===== config.mk =====
export PLATFORM = sky130hd
export DESIGN_NAME = scp_tile_fetch
export DESIGN_NICKNAME = d
export VERILOG_FILES = /design/src/rtl/scp_tile_fetch.sv
export SDC_FILE = /design/constraint.sdc
export NUM_CORES = 1
export LEC_CHECK = 0
export CORE_ASPECT_RATIO = 0.7
export CORE_UTILIZATION = 46
export DETAILED_ROUTE_END_ITERATION = 10
export MAX_ROUTING_LAYER = met4
export PLACE_DENSITY = 0.77
export SYNTH_ARGS = -nofsm -noshare
export SYNTH_HDL_FRONTEND = slang
export SYNTH_SLANG_ARGS = --single-unit

===== constraint.sdc =====
create_clock -name clk -period 3.7 [get_ports clk]
set_input_delay 0.74 -clock clk [delete_from_list [all_inputs] [get_ports clk]]
set_output_delay 0.74 -clock clk [all_outputs]
set_load 0.05 [all_outputs]

===== src/rtl/scp_tile_fetch.sv =====
// scp_tile_fetch: time-slotted VRAM fetch sequencer serving 1-4 BG layers plus CPU access.
// Define SCP_ROWSCROLL_EN to fetch per-layer row-scroll words during HEAD.
module scp_tile_fetch #(
  parameter int LAYERS = 4,
  parameter int ADDR_W = 16,
  parameter int MAP_AW = 13,
  parameter logic [ADDR_W-1:0] ROWSCROLL_BASE = 16'h8000
) (
  input  logic                   clk,
  input  logic                   reset,
  input  logic                   ce,
  input  logic                   line_start,
  input  logic                   frame_start,
  input  logic [16*LAYERS-1:0]   xscroll,
  input  logic [16*LAYERS-1:0]   yscroll,
  input  logic                   cpu_req,
  input  logic                   cpu_we,
  input  logic [1:0]             cpu_be,
  input  logic [ADDR_W-1:0]      cpu_addr,
  input  logic [15:0]            cpu_wdata,
  output logic [15:0]            cpu_rdata,
  output logic                   cpu_ack,
  output logic [ADDR_W-1:0]      ram_addr,
  output logic [15:0]            ram_wdata,
  output logic [1:0]             ram_we,
  input  logic [15:0]            ram_rdata,
  output logic [16*LAYERS-1:0]   tile_attr,
  output logic [16*LAYERS-1:0]   tile_code,
  output logic                   tile_strobe,
  output logic [5:0]             tile_index,
  output logic [8:0]             line_y
);
  localparam logic [3:0] HL = 4'(LAYERS - 1);
  localparam logic [3:0] GL = 4'(2 * LAYERS + 1);
  typedef enum logic [1:0] {IDLE, HEAD, GROUP} state_t;
  state_t state_q, state_d;
  logic [3:0] slot_q, slot_d;
  logic [5:0] tile_q, tile_d;
  logic [8:0] line_y_d;
  logic [LAYERS-1:0][8:0] rowscroll_q;
  logic [LAYERS-1:0][15:0] attr_q, code_q;
  logic req_q, rise, pend_q, pend_d, serve_q, serve_d, cwe_q, cwe_d;
  logic [1:0] cbe_q, cbe_d, we_d;
  logic [ADDR_W-1:0] caddr_q, caddr_d, addr_d, a;
  logic [15:0] cwdata_q, cwdata_d, wdata_d;
  logic unused_ok;
  assign unused_ok = ^{xscroll, yscroll, ROWSCROLL_BASE};

  function automatic logic [ADDR_W-1:0] map_addr(input int l, input logic [8:0] x, input logic [8:0] y);
    return (ADDR_W'(l) << MAP_AW) + ADDR_W'({y[8:3], x[8:3], 1'b0});
  endfunction

  always_comb begin
    rise = cpu_req & ~req_q;
    pend_d = (pend_q & ~serve_q) | rise;
    cwe_d = rise ? cpu_we : cwe_q;
    cbe_d = rise ? cpu_be : cbe_q;
    caddr_d = rise ? cpu_addr : caddr_q;
    cwdata_d = rise ? cpu_wdata : cwdata_q;
    state_d = state_q;
    slot_d = slot_q;
    tile_d = tile_q;
    line_y_d = frame_start ? 9'd0 : line_y;
    if (line_start) begin
      state_d = HEAD;
      slot_d = '0;
      tile_d = '0;
      line_y_d = frame_start ? 9'd0 : line_y + 9'd1;
    end else if (state_q == HEAD) begin
      state_d = slot_q == HL ? GROUP : HEAD;
      slot_d = slot_q == HL ? 4'd0 : slot_q + 4'd1;
    end else if (state_q == GROUP) begin
      slot_d = slot_q == GL ? 4'd0 : slot_q + 4'd1;
      tile_d = slot_q == GL ? tile_q + 6'd1 : tile_q;
    end
    // the address registered now belongs to the slot being entered
    serve_d = pend_d && state_d == GROUP && (slot_d == 4'd0 || slot_d == GL);
    addr_d = serve_d ? caddr_d : '0;
    we_d = serve_d && cwe_d ? cbe_d : 2'b00;
    wdata_d = serve_d && cwe_d ? cwdata_d : 16'h0;
`ifdef SCP_ROWSCROLL_EN
    if (state_d == HEAD) addr_d = ROWSCROLL_BASE + ADDR_W'({slot_d, 9'h0}) + ADDR_W'(line_y_d);
`endif
    a = '0;
    for (int l = 0; l < LAYERS; l++) begin
      a = map_addr(l, {tile_d, 3'b000} + xscroll[16*l +: 9] + rowscroll_q[l], line_y_d + yscroll[16*l +: 9]);
      if (state_d == GROUP && slot_d == 4'(2*l+1)) addr_d = a;
      if (state_d == GROUP && slot_d == 4'(2*l+2)) addr_d = {a[ADDR_W-1:1], 1'b1};
    end
  end

`ifdef SCP_ROWSCROLL_EN
  always_ff @(posedge clk) begin
    if (reset) rowscroll_q <= '0;
    else if (ce && state_q == HEAD)
      for (int l = 0; l < LAYERS; l++)
        if (slot_q == 4'(l)) rowscroll_q[l] <= ram_rdata[8:0];
  end
`else
  assign rowscroll_q = '0;
`endif

  always_ff @(posedge clk) begin
    if (reset) begin
      state_q <= IDLE;
      slot_q <= '0;
      tile_q <= '0;
      line_y <= '0;
      req_q <= 1'b0;
      pend_q <= 1'b0;
      serve_q <= 1'b0;
      cwe_q <= 1'b0;
      cbe_q <= '0;
      caddr_q <= '0;
      cwdata_q <= '0;
      attr_q <= '0;
      code_q <= '0;
      ram_addr <= '0;
      ram_we <= '0;
      ram_wdata <= '0;
      cpu_rdata <= '0;
      cpu_ack <= 1'b0;
      tile_attr <= '0;
      tile_code <= '0;
      tile_strobe <= 1'b0;
      tile_index <= '0;
    end else begin
      cpu_ack <= 1'b0;
      tile_strobe <= 1'b0;
      if (ce) begin
        state_q <= state_d;
        slot_q <= slot_d;
        tile_q <= tile_d;
        line_y <= line_y_d;
        req_q <= cpu_req;
        pend_q <= pend_d;
        serve_q <= serve_d;
        cwe_q <= cwe_d;
        cbe_q <= cbe_d;
        caddr_q <= caddr_d;
        cwdata_q <= cwdata_d;
        ram_addr <= addr_d;
        ram_we <= we_d;
        ram_wdata <= wdata_d;
        if (serve_q) begin
          cpu_ack <= 1'b1;
          cpu_rdata <= cwe_q ? cpu_rdata : ram_rdata;
        end
        for (int l = 0; l < LAYERS; l++) begin
          if (state_q == GROUP && slot_q == 4'(2*l+1)) attr_q[l] <= ram_rdata;
          if (state_q == GROUP && slot_q == 4'(2*l+2)) code_q[l] <= ram_rdata;
        end
        // a line_start landing on the last slot still aborts the group
        if (state_q == GROUP && slot_q == GL && !line_start) begin
          tile_attr <= attr_q;
          tile_code <= code_q;
          tile_index <= tile_q;
          tile_strobe <= 1'b1;
        end
      end
    end
  end
endmodule

==> impl_results.md <==
* Hpwl dp at about 36 mm
* Total gr overflow at 0
* Drt first-iter violations at ~1400
* Final Setup Violations at 0
* First-pass GRT wire length at 80.0 mm
* Crit path max-delay family: simple AND/OR/NAND/NOR gates
* Final hold violation count at 0
* Core box area at around 35000 µm²
* R2R cell count at 15
* Initial antenna violation count at 0
* Final Skew at around 0.027 ns
* Commonest non-fill, non-tap cell in the layout: nand2_1
* EDFF count, synth at 0
* CP arrival at 3.75 ns
* Critical-path top delay cell: or4b_2
* Placer Congestion at 0.929
* Vias in the first global route at 14500
* Routed wire per std cell at approximately 18 µm
* Critical Path, Cell by Cell: inv_1 > ha_1 > nand3b_1 > nor2_1 > buf_4 > mux2i_2 > nor2_1 > ha_1 > a21o_1 > a21oi_1 > or4b_2 > o2111ai_1 > xor2_1 > a22oi_1 > o2bb2ai_1
* Via count at between 15000 and 20000
* CTS Root Cell: clkbuf_16
* Worst Setup End Kind: register
* Sequential share of the synthesized area at 0.457
* Top-Level Pins at 380
* Worst Path Required at 4.10 ns
* Primary FF master, synth: dfxtp_1
* Avg Inst Size Synth at around 7.9 µm²
* Status: complete, no violations
* ANT nets after route at 0
* Cell Area, Synth at 16300 µm²
* Die Width at 227 µm
* CTS Hold Bufs at 0
* CP max stage delay at 0.61 ns
* Initial Util at 0.469
* Critical R2R Capture: ram_addr[6]$_SDFFE_PP0P_
* Post-Synthesis Cells at 2075
* Area grow syn2layout at 30.5%
* CTS tree: yes
* Share of cells above drive strength 1 at 0.0696
* Startpoint types: register
* Hold_sp: code_q[2]$_SDFFE_PP0P_
* Async S/R FF share, synth at 0
* Row Count at 57
* Crit Path Max Fanout at 7
* CTS Buffer Depth at 3
* Hold depth at 2
* Die ar. at 36300 µm²
* # clock sinks at approximately 370
* Max_cap viols at 0
* Fin crit share at 0.905
* Routed WL at 51.4 mm
* Slew HR at 0.269
* CP Class: reg2reg
* Tmin final at ~3.3 ns
* Fin Setup TNS at 0 ns
* Net count, final at roughly 2600
* RSZ-0062 raised after global routing: no
* Tot GR Track Use at 0.286
* Worst flop-to-flop path startpoint: slot_q[1]$_SDFFE_PP0P_
* Worst path bufs/invs at 2
* Synth cell types at 78
* Most frequent cells in the layout: 646 x nand2_1, 372 x dfxtp_1, 366 x a21oi_1
* DIE HEIGHT at 160 µm
* Largest net degree at the start of global routing at 130
* Register bit total from synthesis at approximately 370
* Setup slack, reg-to-reg at 0.35 ns
* Worst Tran Pin Value at approximately 1.1 ns
* DR pass1 iterations at 6
* Clock latency at the later pin of the worst-skew pair at ~0.53 ns
* CTS buffer count at 36
* Antenna diode count at 0
* Max VDD drop at 0.333 mV
* Max-slew violation count at 0
* PnR Total Power at 8370 µW
* Hold EP: tile_code[2]$_SDFFE_PP0P_
* Class of the worst hold path: reg2reg
* Yosys warns at 0
* Vias per cell at 5.43
* Syn Nets at between 2000 and 2500
* PwrDens at 393 nW/µm²
* Remaining design rule violation count at 0
* # H-tree levels at 2
* IO Port Bufs at 311
* Worst-path clk slew at 0.07 ns
* WHS at roughly 0.43 ns
* Fmax at 299 MHz
* Cell leakage power at about 0.0075 µW
[where the power goes]
part / internal [µW] / total [µW] / switching (µW)
clock network: 2180 / 3740 / 1560
registers: 4040 / 4060 / 15.3
logic: 244 / 577 / 334
total: 6460 / 8370 / 1910
[synth_stat cells (all sizes together) (3+ instances only)]
cell,count,area share
nand3,31,0.0098
nor2,98,0.023
or3,4,0.0015
a21o,9,0.0041
nand2,646,0.15
fa,4,0.0049
dfxtp,373,0.46
o32ai,3,0.0016
a22oi,7,0.0032
nor4,5,0.0032
a21oi,367,0.11
buf,27,0.0088
xnor2,33,0.018
o21ai,17,0.0054
a31oi,4,0.0015
and2,9,0.0034
a2bb2oi,18,0.0097
nor3,22,0.0074
a211oi,16,0.0080
nand2b,7,0.0027
ha,54,0.041
a211o,4,0.0021
nor2b,8,0.0031
a311o,6,0.0037
a221oi,9,0.0048
o31ai,4,0.0018
inv,26,0.0060
o21bai,6,0.0028
o2bb2ai,6,0.0032
o2111ai,3,0.0016
clkbuf,132,0.030
o21a,3,0.0014
nand4,6,0.0023
xor2,22,0.012
mux2i,40,0.025
and3,4,0.0015
o211ai,5,0.0023
[cells by family after synthesis]
family / share of synthesized area
and+or+nand+nor: 0.215
AOI/OAI and AO/OA: 0.182
DFF: 0.457
buffers and inverters: 0.0454
adders and majority gates: 0.0463
xor gates and xnor gates: 0.0295
muxes: 0.0254
[registers in the layout (all words and copies together), names as in the netlist]
| signal | count |
|---|---|
| tile_code | 64 |
| tile_attr | 64 |
| ram_wdata | 16 |
| serve_q | 1 |
| cpu_ack | 1 |
| slot_q | 4 |
| ram_addr | 16 |
| code_q | 64 |
| cwe_q | 1 |
| tile_strobe | 1 |
| pend_q | 1 |
| state_q | 2 |
| attr_q | 64 |
| line_y | 9 |
| tile_index | 6 |
| cpu_rdata | 16 |
| cwdata_q | 16 |
| req_q | 1 |
| cbe_q | 2 |
| ram_we | 2 |
| tile_q | 6 |
| caddr_q | 16 |
[area by class of cell]
cell class	count	area, µm²
clock buffers	53	1080
clock inverters	10	123
fillers	3105	13500
inverters	27	101
multi-input cells	1516	8160
flip-flops and latches	373	7470
well taps	472	591
repair buffers	390	3790
[timing repair]
| item | in CTS | in global routing |
|---|---|---|
| hold endpoints to repair | 0 | 0 |
| setup endpoints to repair | 0 | 2 |
| resized for setup | 0 | 3 |
| setup buffers | 0 | 2 |
[tightest hold or removal path: stages, from the launching register on]
cell     delay, ns
dfxtp_1       0.31
nand2_1       0.05
a21oi_1       0.05
[routing by layer]
metal | track usage | wire length [µm]
met1 | 0.401 | 23500
met2 | 0.428 | 23300
met3 | 0.0532 | 3760
met4 | 0.0604 | 903
met5 | - | 0
[stage by stage]
stage,cell area [µm²],cells,utilization,setup WS (ns)
CTS,21300,2839,0.612,0.0860
floorplan,16300,2075,-,0.124
detailed placement,20100,2776,0.577,-0.151
global route,21300,2841,0.612,0.128
finish,21300,2841,0.612,0.352
global placement,20100,2776,0.577,-0.0687
[worst max path at each step]
| stage | depth (start not counted) | start | to |
|---|---|---|---|
| 3_5_place_dp | 13 | line_start | ram_addr[12]$_SDFFE_PP0P_ |
| 2_1_floorplan | 12 | line_start | ram_addr[10]$_SDFFE_PP0P_ |
| 5_1_grt | 16 | slot_q[1]$_SDFFE_PP0P_ | ram_addr[5]$_SDFFE_PP0P_ |
| 3_3_place_gp | 14 | line_start | ram_addr[12]$_SDFFE_PP0P_ |
| 4_1_cts | 14 | slot_q[0]$_SDFFE_PP0P_ | ram_addr[6]$_SDFFE_PP0P_ |
| 6_report | 15 | slot_q[1]$_SDFFE_PP0P_ | ram_addr[6]$_SDFFE_PP0P_ |
(Power assumes the default switching activity.)
